File: config.mk
export PLATFORM = sky130hd
export DESIGN_NAME = mem_lsu
export DESIGN_NICKNAME = d
export VERILOG_FILES = /design/src/rtl/mem_lsu.sv
export SDC_FILE = /design/constraint.sdc
export NUM_CORES = 1
export LEC_CHECK = 0
export ABC_CLOCK_PERIOD_IN_PS = 2100
export CAP_MARGIN = 25
export CORE_UTILIZATION = 42
export CTS_CLUSTER_SIZE = 12
export DETAILED_ROUTE_END_ITERATION = 16
export PLACE_DENSITY_LB_ADDON = 0.3
export SYNTH_ARGS = -nofsm -noshare
export SYNTH_HDL_FRONTEND = slang
export SYNTH_SLANG_ARGS = --single-unit
File: constraint.sdc
create_clock -name i_clk -period 2.1 [get_ports i_clk]
set_clock_uncertainty 0.15 [all_clocks]
set_input_delay 0.315 -clock i_clk [delete_from_list [all_inputs] [get_ports i_clk]]
set_output_delay 0.315 -clock i_clk [all_outputs]
set_load 0.005 [all_outputs]
File: src/rtl/mem_lsu.sv
// mem_lsu: memory-stage load/store unit.
// Runs one req/ack data-memory transaction per aligned load/store, aligns and
// extends load data, stalls upstream while busy, and passes non-memory
// instructions through with one cycle of latency.
module mem_lsu #(
    parameter int TIMEOUT_CYCLES = 255
) (
    input  logic        i_clk,
    input  logic        i_rst_n,
    input  logic        i_valid,
    input  logic        i_mem_rd,
    input  logic        i_mem_wr,
    input  logic [2:0]  i_funct3,
    input  logic [31:0] i_alu_data,
    input  logic [31:0] i_rs2_data,
    output logic        o_stall,
    output logic        o_valid,
    output logic [31:0] o_alu_data,
    output logic [31:0] o_ld_data,
    output logic        o_misalign,
    output logic        o_bus_err,
    output logic        o_dmem_req,
    output logic        o_dmem_we,
    output logic [31:0] o_dmem_addr,
    output logic [31:0] o_dmem_wdata,
    output logic [3:0]  o_dmem_bmask,
    input  logic        i_dmem_ack,
    input  logic [31:0] i_dmem_rdata
);

    typedef enum logic {
        S_IDLE = 1'b0,
        S_BUSY = 1'b1
    } state_t;

    // Count value seen in the last request cycle before a bus error.
    localparam logic [7:0] LP_CNT_LAST = 8'(TIMEOUT_CYCLES - 1);

    state_t      r_state;
    logic [7:0]  r_cnt;
    logic        r_req;
    logic        r_we;
    logic [31:0] r_addr;
    logic [31:0] r_wdata;
    logic [3:0]  r_bmask;
    logic [2:0]  r_funct3;
    logic [1:0]  r_off;
    logic        r_is_ld;
    logic [31:0] r_alu_hold;
    logic        r_valid;
    logic [31:0] r_alu_out;
    logic [31:0] r_ld_data;
    logic        r_misalign;
    logic        r_bus_err;

    logic        w_memop;
    logic        w_size_h;
    logic        w_size_w;
    logic        w_misalign;
    logic        w_accept;
    logic        w_busy;
    logic        w_timeout;
    logic [3:0]  w_bmask;
    logic [31:0] w_wdata;
    logic [31:0] w_lane;
    logic [31:0] w_ld_ext;

    assign w_memop    = i_valid & (i_mem_rd | i_mem_wr);
    assign w_size_h   = (i_funct3[1:0] == 2'b01);
    assign w_size_w   = i_funct3[1];
    assign w_misalign = (w_size_h & i_alu_data[0]) | (w_size_w & (|i_alu_data[1:0]));
    assign w_accept   = (r_state == S_IDLE) & w_memop & ~w_misalign;
    assign w_busy     = (r_state == S_BUSY);
    // An ack in the final request cycle takes precedence over the timeout.
    assign w_timeout  = w_busy & ~i_dmem_ack & (r_cnt == LP_CNT_LAST);

    // Stall is forced low while reset is asserted so all outputs read zero.
    assign o_stall = i_rst_n & (w_accept | (w_busy & ~i_dmem_ack & ~w_timeout));

    // Store lane replication and byte enables; loads reuse the same mask.
    always_comb begin
        w_bmask = 4'b1111;
        w_wdata = i_rs2_data;
        if (i_funct3[1:0] == 2'b00) begin
            w_bmask = 4'b0001 << i_alu_data[1:0];
            w_wdata = {4{i_rs2_data[7:0]}};
        end else if (w_size_h) begin
            w_bmask = i_alu_data[1] ? 4'b1100 : 4'b0011;
            w_wdata = {2{i_rs2_data[15:0]}};
        end
    end

    // Shift the addressed lane down and sign/zero-extend per captured funct3.
    always_comb begin
        w_lane   = i_dmem_rdata >> {r_off, 3'b000};
        w_ld_ext = w_lane;
        case (r_funct3)
            3'b000:  w_ld_ext = {{24{w_lane[7]}}, w_lane[7:0]};
            3'b001:  w_ld_ext = {{16{w_lane[15]}}, w_lane[15:0]};
            3'b100:  w_ld_ext = {24'b0, w_lane[7:0]};
            3'b101:  w_ld_ext = {16'b0, w_lane[15:0]};
            default: w_ld_ext = w_lane;
        endcase
    end

    // IDLE/BUSY controller with registered bus request and retire outputs.
    always_ff @(posedge i_clk or negedge i_rst_n) begin
        if (!i_rst_n) begin
            r_state    <= S_IDLE;
            r_cnt      <= 8'd0;
            r_req      <= 1'b0;
            r_we       <= 1'b0;
            r_addr     <= 32'd0;
            r_wdata    <= 32'd0;
            r_bmask    <= 4'd0;
            r_funct3   <= 3'd0;
            r_off      <= 2'd0;
            r_is_ld    <= 1'b0;
            r_alu_hold <= 32'd0;
            r_valid    <= 1'b0;
            r_alu_out  <= 32'd0;
            r_ld_data  <= 32'd0;
            r_misalign <= 1'b0;
            r_bus_err  <= 1'b0;
        end else begin
            case (r_state)
                S_IDLE: begin
                    r_cnt <= 8'd0;
                    if (w_accept) begin
                        r_state    <= S_BUSY;
                        r_req      <= 1'b1;
                        r_we       <= ~i_mem_rd;
                        r_addr     <= {i_alu_data[31:2], 2'b00};
                        r_wdata    <= w_wdata;
                        r_bmask    <= w_bmask;
                        r_funct3   <= i_funct3;
                        r_off      <= i_alu_data[1:0];
                        r_is_ld    <= i_mem_rd;
                        r_alu_hold <= i_alu_data;
                        r_valid    <= 1'b0;
                        r_ld_data  <= 32'd0;
                        r_misalign <= 1'b0;
                        r_bus_err  <= 1'b0;
                    end else begin
                        r_valid    <= i_valid;
                        r_alu_out  <= i_alu_data;
                        r_ld_data  <= 32'd0;
                        r_misalign <= w_memop & w_misalign;
                        r_bus_err  <= 1'b0;
                    end
                end
                S_BUSY: begin
                    if (i_dmem_ack || w_timeout) begin
                        r_state    <= S_IDLE;
                        r_req      <= 1'b0;
                        r_valid    <= 1'b1;
                        r_alu_out  <= r_alu_hold;
                        r_ld_data  <= (i_dmem_ack && r_is_ld) ? w_ld_ext : 32'd0;
                        r_misalign <= 1'b0;
                        r_bus_err  <= ~i_dmem_ack;
                    end else begin
                        r_cnt   <= r_cnt + 8'd1;
                        r_valid <= 1'b0;
                    end
                end
                default: r_state <= S_IDLE;
            endcase
        end
    end

    assign o_valid      = r_valid;
    assign o_alu_data   = r_alu_out;
    assign o_ld_data    = r_ld_data;
    assign o_misalign   = r_misalign;
    assign o_bus_err    = r_bus_err;
    assign o_dmem_req   = r_req;
    assign o_dmem_we    = r_we;
    assign o_dmem_addr  = r_addr;
    assign o_dmem_wdata = r_wdata;
    assign o_dmem_bmask = r_bmask;

endmodule
==> run metrics <==
status=complete, but fails checks; failing checks=setup timing; Die Y=134 µm; Setup WS post-layout=-150 ps; vias in the first global route=6,038; final setup violation count=1; Area growth, synth to finish=44.4%; Util after Layout=0.627; n_diodes=0; Reg clk slew, reported paths=60 ps; Synth Area per Inst=9.78 µm²; max_cap viols=0; metal1 wirelength=8.64 mm; core area=16,800 µm²; I/O Pins=243; power per cell area=916 nW/µm²; RSZ-0062 raised after global routing=true; Worst Hold Class=in -> reg; worst setup path start=r_cnt[0]; Clock Latency Late Sink=430 ps; port buffer count=240; total CTS buffers=17; switching fraction of total power=0.294; first-pass GRT wire length=32.6 mm; final hold vios=0; Yosys reg bits=150; Placement Rows=47; CTS Buffer Depth=2; Synth area leader=dfrtp_1; critical path arrival=1790 ps; NetSw=2830 µW; Layout Nets=1,070; synth warn=0; wire length on met3=1.70 mm; RR Startpoint=r_cnt[1]; Reg2Reg Depth=6; antenna viol nets, final=0; DP Area=9870 µm²; starting density of the core=0.434; Critical Path Sink Type=output pin; gp weighted congestion=0.827; critical path endpoint=o_stall; Synth Cell Area=7280 µm²; DR vias=6,200; fin crit period=2250 ps; asr flop ratio synth=1.00; CTS root buffer=clkbuf_16; wire length on met2=9.70 mm; sequential cell fraction of total power=0.393; Post-synth top cells=170 x nand2_1, 150 x dfrtp_1, 106 x o21ai_0; synth unique cells=52; ys flop type=dfrtp_1; routed wire length=20.4 mm; Required @ worst endpoint=1630 ps; drt initial violations=295; worst-margin pin slew=916 ps; Final period util=1.07; Max VDD drop=603 µV; Pins Over Slew Limit=0; reg2reg end=o_alu_data[26]; DP HPWL=13.8 mm; part of the power in the clock network=0.323; # clock sinks=150; highest routed layer=met4; total grt overflow=0; Tot Pwr=9620 µW; drt wl/cell=17.0 µm; WS Path Type=reg -> out; number of synthesized flops with an enable pin=0; r2r setup slk=60 ps; Crit Path Max Fanout=2; GRT Util Overall=0.236; internal power=6800 µW; logic gate share of total power=0.285; crit path launch type=register; top-area cell type share of the netlist area=0.516; Vias/cell=5.18; Seq/Total Area, Yosys=0.516; filler instances=1,432; Final Instance Area=10,500 µm²; DR DRC count=0; cell count after synthesis=744; CTS tree=done; most common cell in the netlist=nand2_1; layout cells sized above 1=0.117; Die Wd=134 µm; Leakage Power=0.00466 µW; top post-synthesis cells by area=dfrtp_1 52%, mux2i_1 9.1%, nand2_1 8.8%, o21ai_0 7.3%, buf_4 3.3%; antenna violations before repair=0; largest net degree at the start of global routing=151; f_max=444 MHz; Initial DRT Pass Iterations=7; worst hold slack=268 ps; Die Area=17,900 µm²; Slew headroom=0.390; htree depth=4
flip-flops by register name (all words and copies together) (netlist names), 3 cells and up:
name	cells
r_alu_hold	31
o_ld_data	32
r_cnt	8
o_alu_data	32
o_dmem_bmask	4
r_funct3	3
o_dmem_wdata	32
power groups by stage:
| stage | Combinational (µW) | Sequential [µW] | Clock (µW) |
|---|---|---|---|
| finish | 2740 | 3780 | 3110 |
| CTS | 2770 | 3780 | 3160 |
| global route | 2990 | 3850 | 3300 |
| global placement | 2700 | 3820 | 0 |
| detailed placement | 2740 | 3820 | 0 |
| floorplan | 1290 | 3780 | 0 |
worst min path at each step:
stage / from / endpoint / slack, ps / depth (start not counted)
floorplan: i_rst_n / o_alu_data[0] / -130 / 0
global placement: o_ld_data[7] / o_ld_data[7] / 310 / 1
detailed placement: o_dmem_wdata[2] / o_dmem_wdata[2] / 310 / 2
CTS: i_funct3[2] / r_funct3[2] / 250 / 3
global route: i_funct3[2] / r_funct3[2] / 260 / 3
finish: i_funct3[2] / r_funct3[2] / 270 / 3
layout make-up:
| cell class | count | area, µm² | area share |
|---|---|---|---|
| inverters | 3 | 11.3 | 0.00107 |
| clock buffers | 17 | 425 | 0.0405 |
| well taps | 220 | 275 | 0.0262 |
| flip-flops and latches | 150 | 3750 | 0.357 |
| clock inverters | 15 | 170 | 0.0162 |
| repair buffers | 289 | 2800 | 0.267 |
| multi-input cells | 502 | 3070 | 0.292 |
cells in the final DEF, fill, tap and decap left out, drive strengths merged, types with 4 or more instances in the layout:
cell type and instances:
inv 9, nand3 5, and2 6, nor2b 7
nand3b 7, clkinv 5, nand2b 4, a21oi 27
nor3b 10, a221o 22, xor2 4, o21ai 108
mux2 7, clkbuf 17, buf 50, nand2 170
nor2 19, mux2i 66, dfrtp 150, clkdlybuf4s50 238
kinds of logic (layout without fill, tap and decap cells):
logic type,count (synthesis),after routing,synth area share
multiplexers,75,75,0.108
AO/OA/AOI/OAI,177,177,0.147
other,1,2,0.000515
buffers and inverters,93,324,0.0696
adder cells (fa/ha/maj),2,2,0.00344
flip-flops,150,150,0.516
AND/OR/NAND/NOR,239,239,0.148
XOR/XNOR,7,7,0.00842
metal layers:
layer | track usage | up-vias
li1 | - | 2974
met1 | 0.303 | 2982
met2 | 0.374 | 219
met3 | 0.0791 | 25
met4 | 0.0764 | 0
met5 | 0 | -
through the flow:
stage | setup slack, ps | setup TNS [ps] | instances
CTS | -180 | -180 | 1196
floorplan | 6.13 | 0 | 745
global route | -218 | -537 | 1196
global placement | -489 | -29250 | 1162
detailed placement | -506 | -30640 | 1162
finish | -150 | -150 | 1196
critical path, cell delays in order (launching register included):
cell,delay (ps)
dfrtp_1,380
inv_2,80
ha_4,110
and4_4,230
a21boi_4,70
or2_1,230
and2_4,140
buf_6,120
repair_timing:
action,CTS,global route
endpoints found under the hold margin,150,0
hold buffers,1,0
setup endpoints to repair,2,14
pin swaps,5,1
resized for setup,13,0
setup buffers,1,0
(Power assumes the default switching activity.)
